**src/rtl/dmem_bridge_pkg.sv**
```systemverilog
// rtl/dmem_bridge_pkg.sv - state encoding, transfer sizes and timeout sizing for the data-memory SRAM bridge
package dmem_bridge_pkg;

   typedef enum logic [1:0] {
      IDLE = 2'd0,
      REQ  = 2'd1,
      WAIT = 2'd2,
      DONE = 2'd3
   } bridgeState_t;

   localparam logic [1:0] SIZE_BYTE = 2'd0;
   localparam logic [1:0] SIZE_HALF = 2'd1;
   localparam logic [1:0] SIZE_WORD = 2'd2;

   localparam int DEF_TIMEOUT_CYCLES = 255;
   localparam int TIMEOUT_W          = $clog2(DEF_TIMEOUT_CYCLES + 1);

endpackage

```
**src/rtl/dmem_strb_decode.sv**
```systemverilog
// rtl/dmem_strb_decode.sv - byte strobes to bus size, byte offset and write flag
module dmem_strb_decode
   import dmem_bridge_pkg::*;
(
   input  logic [3:0] wen,
   output logic [1:0] size,
   output logic [1:0] offset,
   output logic       wr
);

   // Zero strobes is a load; unexpected patterns fall back to a full word.
   always_comb begin
      size   = SIZE_WORD;
      offset = 2'd0;
      wr     = |wen;
      case (wen)
         4'b0001: begin size = SIZE_BYTE; offset = 2'd0; end
         4'b0010: begin size = SIZE_BYTE; offset = 2'd1; end
         4'b0100: begin size = SIZE_BYTE; offset = 2'd2; end
         4'b1000: begin size = SIZE_BYTE; offset = 2'd3; end
         4'b0011: begin size = SIZE_HALF; offset = 2'd0; end
         4'b1100: begin size = SIZE_HALF; offset = 2'd2; end
         default: begin size = SIZE_WORD; offset = 2'd0; end
      endcase
   end

endmodule

```
**src/rtl/dmem_sram_bridge.sv**
```systemverilog
// rtl/dmem_sram_bridge.sv - MEM-stage bridge from the byte-lane translator to an addr_ok/data_ok SRAM bus
// Optional timeout abort of a hung transaction is compiled in with DMEM_TIMEOUT_EN.
module dmem_sram_bridge
   import dmem_bridge_pkg::*;
#(
   parameter int ADDR_W         = 32,
   parameter int DATA_W         = 32,
   parameter int TIMEOUT_CYCLES = DEF_TIMEOUT_CYCLES
) (
   input  logic              clk,
   input  logic              rst,
   input  logic              MemEnable,
   input  logic              MemWrite,
   input  logic [3:0]        MemWen,
   input  logic [ADDR_W-1:0] MemAddr,
   input  logic [DATA_W-1:0] TWriteData,
   output logic [DATA_W-1:0] ReadData,
   output logic              mem_stall,
   input  logic              pipe_go,
   input  logic              flush,
   output logic              bus_err,
   output logic              data_sram_req,
   output logic              data_sram_wr,
   output logic [1:0]        data_sram_size,
   output logic [ADDR_W-1:0] data_sram_addr,
   output logic [3:0]        data_sram_wstrb,
   output logic [DATA_W-1:0] data_sram_wdata,
   input  logic              data_sram_addr_ok,
   input  logic              data_sram_data_ok,
   input  logic [DATA_W-1:0] data_sram_rdata
);

   bridgeState_t state, stateNext;
   logic         drop, dropNow, busDone, timeoutHit;
   logic         capture, reqSet, reqClr, loadRead, clearRead, dropSet, dropClr;
   logic [3:0]   effWen;
   logic [1:0]   decSize, decOff;
   logic         decWr;
   logic         unusedBits;

   // Loads never drive strobes, whatever the translator leaves on MemWen.
   assign effWen = MemWrite ? MemWen : 4'b0000;

   dmem_strb_decode uStrbDecode (
      .wen    (effWen),
      .size   (decSize),
      .offset (decOff),
      .wr     (decWr)
   );

   assign dropNow    = drop || flush;
   assign busDone    = data_sram_data_ok &&
                       ((state == WAIT) || ((state == REQ) && data_sram_addr_ok));
   assign mem_stall  = MemEnable && (state != DONE) && !drop;
   assign unusedBits = ^{MemAddr[1:0], (TIMEOUT_CYCLES > 0)};

`ifdef DMEM_TIMEOUT_EN
   localparam int CNT_W = $clog2(TIMEOUT_CYCLES + 1);
   logic [CNT_W-1:0] toCnt;

   always_ff @(posedge clk or posedge rst) begin
      if (rst) begin
         toCnt   <= '0;
         bus_err <= 1'b0;
      end else begin
         bus_err <= timeoutHit;
         if (reqSet)
            toCnt <= '0;
         else if ((state == REQ) || (state == WAIT))
            toCnt <= toCnt + CNT_W'(1);
      end
   end

   assign timeoutHit = ((state == REQ) || (state == WAIT)) &&
                       (toCnt == CNT_W'(TIMEOUT_CYCLES - 1));
`else
   assign timeoutHit = 1'b0;
   assign bus_err    = 1'b0;
`endif

   always_ff @(posedge clk or posedge rst) begin
      if (rst) state <= IDLE;
      else     state <= stateNext;
   end

   always_comb begin
      stateNext = state;
      capture   = 1'b0;
      reqSet    = 1'b0;
      reqClr    = 1'b0;
      loadRead  = 1'b0;
      clearRead = 1'b0;
      dropSet   = 1'b0;
      dropClr   = 1'b0;
      case (state)
         IDLE: begin
            if (MemEnable && !flush) begin
               capture = 1'b1;
               if (MemWrite && (MemWen == 4'b0000)) begin
                  stateNext = DONE;
               end else begin
                  stateNext = REQ;
                  reqSet    = 1'b1;
               end
            end
         end
         REQ, WAIT: begin
            // A flushed access still runs to completion on the bus; only its result is discarded.
            dropSet = flush;
            if (timeoutHit || busDone) begin
               reqClr    = 1'b1;
               dropClr   = dropNow;
               stateNext = dropNow ? IDLE : DONE;
               loadRead  = busDone && !timeoutHit && !dropNow && !data_sram_wr;
               clearRead = timeoutHit && !dropNow;
            end else if ((state == REQ) && data_sram_addr_ok) begin
               reqClr    = 1'b1;
               stateNext = WAIT;
            end
         end
         DONE: begin
            if (pipe_go || flush) stateNext = IDLE;
         end
         default: stateNext = IDLE;
      endcase
   end

   always_ff @(posedge clk or posedge rst) begin
      if (rst) begin
         data_sram_req   <= 1'b0;
         data_sram_wr    <= 1'b0;
         data_sram_size  <= 2'd0;
         data_sram_addr  <= '0;
         data_sram_wstrb <= 4'd0;
         data_sram_wdata <= '0;
         ReadData        <= '0;
         drop            <= 1'b0;
      end else begin
         if (capture) begin
            data_sram_wr    <= decWr;
            data_sram_size  <= decSize;
            data_sram_addr  <= {MemAddr[ADDR_W-1:2], decOff};
            data_sram_wstrb <= effWen;
            data_sram_wdata <= TWriteData;
         end
         if (reqSet)
            data_sram_req <= 1'b1;
         else if (reqClr)
            data_sram_req <= 1'b0;
         if (loadRead)
            ReadData <= data_sram_rdata;
         else if (clearRead)
            ReadData <= '0;
         if (dropClr)
            drop <= 1'b0;
         else if (dropSet)
            drop <= 1'b1;
      end
   end

endmodule
```
**config.mk**
```make
export PLATFORM = sky130hd
export DESIGN_NAME = dmem_sram_bridge
export DESIGN_NICKNAME = d
export VERILOG_FILES = /design/src/rtl/dmem_bridge_pkg.sv /design/src/rtl/dmem_strb_decode.sv /design/src/rtl/dmem_sram_bridge.sv
export SDC_FILE = /design/constraint.sdc
export NUM_CORES = 1
export LEC_CHECK = 0
export ABC_AREA = 1
export BUFFER_PORTS_ARGS = -buffer_cell sky130_fd_sc_hd__buf_2
export CAP_MARGIN = 10
export CORE_ASPECT_RATIO = 1.1
export CORE_UTILIZATION = 42
export DETAILED_ROUTE_END_ITERATION = 10
export GPL_ROUTABILITY_DRIVEN = 1
export PLACE_DENSITY = 0.82
export SLEW_MARGIN = 40
export SYNTH_ARGS = -nofsm -noshare
export SYNTH_HDL_FRONTEND = slang
export SYNTH_SLANG_ARGS = --single-unit
```
**constraint.sdc**
```tcl
create_clock -name clk -period 2.8 [get_ports clk]
set_input_delay 0.14 -clock clk [delete_from_list [all_inputs] [get_ports clk]]
set_output_delay 0.14 -clock clk [all_outputs]
set_load 0.02 [all_outputs]
```
==> metrics.csv, run 1 <==
metric,value,unit
cts_resized,0,
leakagePower,3.68,nW
cp_max_fo,19,
clockRootBuffer,clkbuf_16,
synthCells,547,
antenna_found_initial,0,
grt_max_degree,108,
final_layout_size_suffix_gt1_share,30.2,%
relSlewSlack,48.7,%
ys.flop_type,dfrtp_1,
wire_per_inst,13.3,um
rsz0062_at_grt,no,
portBuffers,210,
power,6.62,mW
overflow,0,
drv_slew,0,
post_cts_buffers,0,
yosys_warnings,0,
initial_core_util,43.0,%
route.detailed.drc,0,
viasPerCell,4.62,
wirelength,12.7,mm
syn2layout_area_growth,42.2,%
crit_arrival,2.14,ns
synth_seq_cells,107,
fin_util,61.1,%
power_density,998,nW/um2
numCtsBuffers,9,
hold_viol,0,
fp.dieH,113,um
path_clk_slew,0.07,ns
antenna_cells,0,
synth.area.top_cells,"dfrtp_1 57%, nand2_1 21%, o21bai_1 5.1%, nand3_1 4.0%, inv_1 3.7%",
dr.first_iter.drc_count,207,
die_w,103,um
worstMarginPinSlew,0.769,ns
max_freq,0.523,GHz
peakVddDrop,509,uV
synth_common_cells,"260 x nand2_1, 107 x dfrtp_1, 46 x inv_1",
first_pass_iters,4,
cp.required,3.03,ns
gp_congestion,0.783,
finalCritPeriodShare,68.2,%
maxCapViolations,0,
outcome,finished clean,
coreArea,10900,um2
hpwl,7.62,mm
worstSetupPathType,reg2reg,
syn_nets,659,
cts_tree,yes,
cp-start-kind,flop,
clkSinkCount,107,
synth-edff-count,0,
grt.total_usage,22.3,%
grt_pass1_vias,4313,
min-delay-path-class,in2reg,
clock_skew,0.00643,ns
fp.dieArea,11500,um2
ios,214,
yosysTopAreaCell,dfrtp_1,
postRouteAntennaNets,0,
synth_seq_area_share,57.4,%
cts-htree-levels,3,
setup_viol,0,
vias,4408,
grt_pass1_wl,19.8,mm
nFillCells,943,
fin_crit,1.91,ns
synth_top_area_share,57.4,%
synthArstFlopShare,100,%
syn_avg_cell_area,8.53,um2
rows,40,
cts_hold_buffers,58,
tns,0,ns
netlist_area,4670,um2
synth_most_common_cell,nand2_1,
clk_latency,0.34,ns
clk_path_buf_depth,2,
cp-end-kind,flop,
final_nets,915,
ys_types,25,
==> report_power, final <==
group / internal (mW) / switching, mW / total (mW)
sequential: 2.19 / 0.350 / 2.54
clock: 0.610 / 0.578 / 1.19
combinational: 0.968 / 1.93 / 2.89
==> worst paths after layout <==
path                          startpoint                   to  slack (ns)  cells past startpoint
max in group asynchronous            rst         ReadData[15]        1.82                      4
hold reg to reg            data_sram_req        data_sram_req        0.47                      2
setup reg to reg                state[0]         ReadData[18]        0.89                      6
setup / recovery                state[0]         ReadData[18]        0.89                      6
min in group asynchronous            rst  data_sram_wdata[28]        0.46                      4
hold / removal             TWriteData[6]   data_sram_wdata[6]       0.009                      3
==> cell usage in the layout (no fill, tap or decap) <==
cell           count
nand2_1          260
buf_2            210
dfrtp_1          107
dlygate4sd3_1     58
inv_1             44
nand3_1           37
o21bai_1          32
o21ai_0           10
clkbuf_16          9
nor2_1             7
buf_4              5
inv_2              4
ha_1               4
nand3_2            2
clkinvlp_4         2
clkinv_4           2
clkinv_2           2
inv_6              2
nand2_2            1
nor2_2             1
nand4_2            1
nor2_4             1
nand4_1            1
or2_2              1
o31ai_1            1
nor3b_1            1
o22ai_1            1
conb_1             1
buf_12             1
==> stage by stage <==
step                      instances  hold WS, ns  setup slack (ns)  instance area, um2
after floorplan                 547        0.250              1.37                4670
after global placement          881        0.333             0.919                5780
after detailed placement        881        0.336             0.895                5780
after CTS                       955     0.000825             0.880                6640
after global routing            955      0.00497             0.732                6640
final                           955      0.00885             0.890                6640
==> critical path, cell delays in order, from the launching register on <==
cell,delay (ns)
dfrtp_1,0.39
inv_1,0.08
ha_1,0.38
nand4_2,0.38
buf_4,0.35
o21bai_1,0.15
nand2_1,0.07
==> routing by layer <==
layer  wire, um  vias up  GRT usage (%)
met2       6410      153           38.1
met4        387        0           11.5
met1       5160     2036           26.0
li1           -     2184              -
met3        719       35           4.79
met5          0        -              0
==> cell families (layout without fill, tap and decap cells) <==
kind of cell | Yosys count | after routing | share of synthesized area, %
simple gates | 313 | 313 | 27.1
flops | 107 | 107 | 57.4
buf+inv | 78 | 339 | 7.88
compound gates | 44 | 44 | 6.51
fa+ha+maj | 4 | 4 | 1.07
other cells | 1 | 1 | 0.0804
==> registers in the layout (all words and copies together), names as in the netlist <==
signal / cells
data_sram_size: 2
data_sram_addr: 32
data_sram_wstrb: 4
data_sram_wr: 1
data_sram_wdata: 32
state: 2
drop: 1
ReadData: 32
data_sram_req: 1
==> cell type report <==
cell class,instances,area (um2),share of cell area (%)
inverter,49,188,2.83
timing repair buffer,274,1690,25.4
multi-input combinational,362,1620,24.4
sequential,107,2680,40.3
clock buffer,9,225,3.39
clock inverter,7,52.6,0.792
tap,147,184,2.77
No activity file was read; power rests on OpenSTA's default activity.
==> inputs of run 2 (changes only) <==
Clock period 2.8 ns to 1.69 ns, I/O delays scaled along.
==> metrics.csv, run 2 (synthesis results as in run 1) <==
metric,value,unit,change
postRouteAntennaNets,0,,unchanged
final_common_cell,nand2_1,,unchanged
clkSinkCount,107,,unchanged
setup_ws,0.0903,ns,was 0.890 ns
cp.required,1.91,ns,was 3.03 ns
min-delay-path-class,in2reg,,unchanged
antenna_found_initial,2,,was 0
hp-start,MemWen[2],,was TWriteData[6]
cp-start-kind,flop,,unchanged
grt_pass1_vias,4669,,was 4313
wirelength,13.9,mm,was 12.7 mm
portBuffers,210,,unchanged
crit_buf_inv,3,,was 2
finalCritPeriodShare,94.7,%,was 68.2%
grt_max_degree,66,,was 108
crit_path_start,state[0],,unchanged
die_w,103,um,unchanged
worstSetupPathType,reg2reg,,unchanged
outcome,finished clean,,unchanged
setup_viol,0,,unchanged
holdPathEnd,data_sram_req,,was data_sram_wdata[6]
max_freq,0.625,GHz,was 0.523 GHz
ios,214,,unchanged
power,12.3,mW,was 6.62 mW
leakagePower,3.91,nW,was 3.68 nW
power_frac_clock,15.8,%,was 17.9%
hpwl,7.79,mm,was 7.62 mm
coreArea,10900,um2,unchanged
relSlewSlack,65.0,%,was 48.7%
hold_path_depth,5,,was 3
clk_latency,0.34,ns,about the same
syn2layout_area_growth,53.5,%,was 42.2%
r2r_cells,7,,was 6
clockRootBuffer,clkbuf_16,,unchanged
peakVddDrop,965,uV,was 509 uV
vias,4687,,was 4408
crit_arrival,1.82,ns,was 2.14 ns
fin_crit,1.60,ns,was 1.91 ns
power_density,1710,nW/um2,was 998 nW/um2
switching_share,43.7,%,was 43.1%
post-place-cells,890,,was 881
grt_pass1_wl,22.0,mm,was 19.8 mm
overflow,0,,unchanged
first_pass_iters,5,,was 4
wire_per_inst,13.8,um,was 13.3 um
fp.dieArea,11500,um2,unchanged
share_seq_of_total_power,36.7,%,was 38.4%
path_cells,"inv_1, ha_1, buf_4, nand4_2, buf_6, o21bai_1, nand2_1",,"was inv_1, ha_1, nand4_2, buf_4, o21bai_1, nand2_1"
pwr-share-comb,47.5,%,was 43.7%
clk_path_buf_depth,2,,unchanged
instances_no_fill,1008,,was 955
r2r_slack,0.09,ns,was 0.89 ns
max_stage_delay,0.38,ns,was 0.39 ns
tns,0,ns,unchanged
hold_viol,0,,unchanged
maxCapViolations,0,,unchanged
worstMarginPinSlew,0.524,ns,was 0.769 ns
p_switching,5.36,mW,was 2.85 mW
top_regs,"ReadData (32), data_sram_addr (32), data_sram_wdata (32)",,unchanged
dp_slack,-0.0279,ns,was 0.895 ns
path_clk_slew,0.07,ns,about the same
final_nets,966,,was 915
fin_util,66.0,%,was 61.1%
gp_congestion,0.761,,was 0.783
r2r_start,state[0],,unchanged
internal-power,6.91,mW,was 3.77 mW
rows,40,,unchanged
cts-htree-levels,3,,unchanged
drv_slew,0,,unchanged
cp_max_fo,16,,was 19
initial_core_util,43.0,%,unchanged
final_layout_size_suffix_gt1_share,29.7,%,was 30.2%
route.detailed.drc,0,,unchanged
final_cell_mix,"260 x nand2_1, 210 x buf_2, 107 x dfrtp_1",,unchanged
critPathTopFamily,buffers and inverters,,was simple AND/OR/NAND/NOR gates
cp-end-kind,flop,,unchanged
r2r_end,ReadData[22],,was ReadData[18]
grt.total_usage,24.8,%,was 22.3%
cts_tree,yes,,unchanged
slowest_stage,dfrtp_1,,unchanged
fp.dieH,113,um,unchanged
dr.first_iter.drc_count,235,,was 207
clock_skew,0.00934,ns,was 0.00643 ns
numCtsBuffers,9,,unchanged
viasPerCell,4.65,,was 4.62
run 2: how the worst max path moves through the flow:
stage	endpoint	slack, ns	cells after the start
floorplan	ReadData[0]	0.28	6
global placement	ReadData[19]	0.02	6
detailed placement	ReadData[5]	-0.03	8
CTS	data_sram_wdata[19]	0.08	7
global route	ReadData[12]	-0.03	7
finish	ReadData[22]	0.09	7
run 2: worst reg2reg max path, cell delays in order, from the launching register on:
cell and delay, ns:
dfrtp_1 0.38, inv_1 0.07, ha_1 0.31, buf_4 0.14, nand4_2 0.15, buf_6 0.20, o21bai_1 0.18, nand2_1 0.07
run 2: power groups by stage:
stage | clock, mW | sequential (mW) | combinational [mW]
final | 1.94 | 4.50 | 5.82
after floorplan | 0 | 5.52 | 1.75
after detailed placement | 0 | 4.47 | 5.55
after global routing | 2.09 | 4.65 | 6.38
after global placement | 0 | 4.45 | 5.43
after CTS | 1.99 | 4.46 | 5.74
run 2: area by class of cell:
type,instances,area [um2]
sequential,107,2680
multi-input combinational,363,1630
timing repair buffer,324,2210
clock inverter,5,38.8
tap,147,184
fill,833,3700
clock buffer,11,233
inverter,49,188
antenna,2,5.00
run 2: through the flow:
step	hold WS, ns	cell area (um2)
finish	0.0884	7160
global route	0.121	7160
CTS	0.0815	7090
global placement	0.222	5860
detailed placement	0.221	5860
floorplan	0.194	4670
run 2: per-layer routing:
metal  vias up  routed length, um  track usage [%]  share of wire, %
met3        45                716             4.67               5.1
met1      2153               5550             28.3                40
met2       191               7080             42.6                51
met4         0                573             14.4               4.1
li1       2298                  -                -                 -
met5         -                  0                0                 0
run 2: what timing repair did:
| item | 4_1_cts | 5_1_grt |
|---|---|---|
| resized for setup | 1 | 3 |
| buffers inserted | 0 | 4 |
| pin swaps | 0 | 2 |
| hold endpoints to repair | 201 | 0 |
| hold buffers | 95 | 0 |
| endpoints found under the setup margin | 32 | 52 |
| cloned | 1 | 0 |
==> inputs of run 3 (changes only) <==
Settings changed: PLACE_DENSITY 0.82 to default, PLACE_DENSITY_LB_ADDON from default to 0.15.
==> metrics.csv, run 3 (synthesis results as in run 1) <==
metric,value,unit,change
outcome,finished clean,,unchanged
switching_share,42.2,%,was 43.7%
first_pass_iters,5,,unchanged
power_density,1740,nW/um2,was 1710 nW/um2
r2r_cells,7,,unchanged
dpl_cell_area,5860,um2,about the same
maxCapViolations,0,,unchanged
postRouteAntennaNets,0,,unchanged
cp.required,1.92,ns,was 1.91 ns
dr.first_iter.drc_count,191,,was 235
r2r_end,ReadData[17],,was ReadData[22]
share_seq_of_total_power,35.8,%,was 36.7%
overflow,0,,unchanged
antenna_cells,0,,was 2
initial_core_util,43.0,%,unchanged
clk_path_buf_depth,2,,unchanged
die_w,103,um,unchanged
top_regs,"ReadData (32), data_sram_addr (32), data_sram_wdata (32)",,unchanged
power_frac_clock,18.2,%,was 15.8%
fin_crit,1.61,ns,was 1.60 ns
max_freq,0.620,GHz,was 0.625 GHz
fp.dieArea,11500,um2,unchanged
instances_no_fill,1002,,was 1008
viasPerCell,4.62,,was 4.65
grt_pass1_wl,20.9,mm,was 22.0 mm
path_clk_slew,0.07,ns,about the same
grt_max_degree,56,,was 66
final_nets,962,,was 966
vias,4630,,was 4687
peakVddDrop,936,uV,was 965 uV
internal-power,7.24,mW,was 6.91 mW
numCtsBuffers,9,,unchanged
hold_path_depth,3,,was 5
r2r_slack,0.08,ns,was 0.09 ns
clock_skew,0.00757,ns,was 0.00934 ns
clk_latency,0.34,ns,about the same
post-place-cells,887,,was 890
crit_arrival,1.84,ns,was 1.82 ns
final_layout_size_suffix_gt1_share,29.5,%,was 29.7%
portBuffers,210,,unchanged
wire_per_inst,12.9,um,was 13.8 um
p_switching,5.29,mW,was 5.36 mW
cts_tree,yes,,unchanged
final_cell_mix,"260 x nand2_1, 210 x buf_2, 107 x dfrtp_1",,unchanged
hold_viol,0,,unchanged
route.detailed.drc,0,,unchanged
coreArea,10900,um2,unchanged
setup_viol,0,,unchanged
pwr-share-comb,46.0,%,was 47.5%
ios,214,,unchanged
antenna_found_initial,0,,was 2
clockRootBuffer,clkbuf_16,,unchanged
fp.dieH,113,um,unchanged
syn2layout_area_growth,54.3,%,was 53.5%
min-delay-path-class,in2reg,,unchanged
wirelength,13.0,mm,was 13.9 mm
cts-htree-levels,3,,unchanged
final_common_cell,nand2_1,,unchanged
grt.total_usage,23.1,%,was 24.8%
hpwl,7.96,mm,was 7.79 mm
finalCritPeriodShare,95.4,%,was 94.7%
cp-start-kind,flop,,unchanged
hp-start,MemWen[2],,unchanged
rows,40,,unchanged
gp_congestion,0.836,,was 0.761
r2r_start,state[1],,was state[0]
rsz0062_at_grt,yes,,
fin_area,7200,um2,was 7160 um2
drv_slew,0,,unchanged
grt_pass1_vias,4668,,was 4669
holdPathEnd,data_sram_wstrb[2],,was data_sram_req
clkSinkCount,107,,unchanged
worstSetupPathType,reg2reg,,unchanged
leakagePower,3.92,nW,was 3.91 nW
cp-end-kind,flop,,unchanged
cp_max_fo,22,,was 16
[run 3: cell count changes in the layout (fill, tap and decap cells not counted), sizes merged]
| cell | delta |
|---|---|
| bufinv | +2 |
| buf | -4 |
| diode | -2 |
| clkinv | -2 |
[run 3: worst max path at each step]
| stage | startpoint | end | slack [ns] | depth (start not counted) |
|---|---|---|---|---|
| detailed placement | state[1] | ReadData[11] | -0.18 | 8 |
| global placement | state[1] | ReadData[10] | -0.04 | 8 |
| finish | state[1] | ReadData[17] | 0.08 | 7 |
| global route | state[0] | data_sram_wdata[11] | -0.01 | 6 |
| floorplan | state[0] | ReadData[0] | 0.28 | 6 |
| CTS | state[1] | ReadData[22] | 0.02 | 8 |
[run 3: power by group through the flow]
stage	Clock, mW	Combinational, mW	Sequential [mW]
5_1_grt	2.43	6.33	4.66
4_1_cts	2.34	5.73	4.47
3_3_place_gp	0	5.45	4.46
2_1_floorplan	0	1.75	5.52
3_5_place_dp	0	5.52	4.49
6_report	2.28	5.76	4.48
[run 3: layout make-up]
| class | instances | area [um2] |
|---|---|---|
| fill | 895 | 3660 |
| sequential | 107 | 2680 |
| timing repair buffer | 320 | 2190 |
| multi-input combinational | 363 | 1630 |
| clock buffer | 11 | 243 |
| inverter | 49 | 188 |
| tap | 147 | 184 |
| clock inverter | 5 | 85.1 |
[run 3: timing repair]
action | in CTS | in global routing
hold buffers | 95 | 0
setup endpoints to repair | 32 | 30
endpoints found under the hold margin | 201 | 0
buffers inserted | 1 | 2
pin swaps | 1 | 1
gates cloned | 1 | 0
gates resized for setup | 1 | 0
[run 3: metrics by stage]
stage	setup slack [ns]	power [mW]	utilization (%)	hold slack [ns]	TNS, ns
3_3_place_gp	-0.0403	9.91	54.0	-0.0167	-1.01
5_1_grt	-0.0123	13.4	66.3	0.110	-0.0123
3_5_place_dp	-0.182	10.0	54.0	-0.0201	-4.68
2_1_floorplan	0.285	7.27	-	0.194	0
6_report	0.0780	12.5	66.3	0.0719	0
4_1_cts	0.0213	12.6	66.0	0.0656	0
[run 3: routing by layer]
| metal | GRT usage [%] | wire length [um] | vias to the layer above |
|---|---|---|---|
| li1 | - | - | 2277 |
| met1 | 27.8 | 5360 | 2144 |
| met2 | 38.2 | 6330 | 176 |
| met3 | 5.23 | 902 | 33 |
| met4 | 12.2 | 371 | 0 |
| met5 | 0 | 0 | - |
[run 3: critical path, cell delays in order (launching register included)]
cell	delay [ns]
dfrtp_1	0.39
inv_1	0.09
ha_1	0.31
buf_4	0.13
nand4_2	0.10
buf_4	0.23
o21bai_1	0.16
nand2_1	0.08
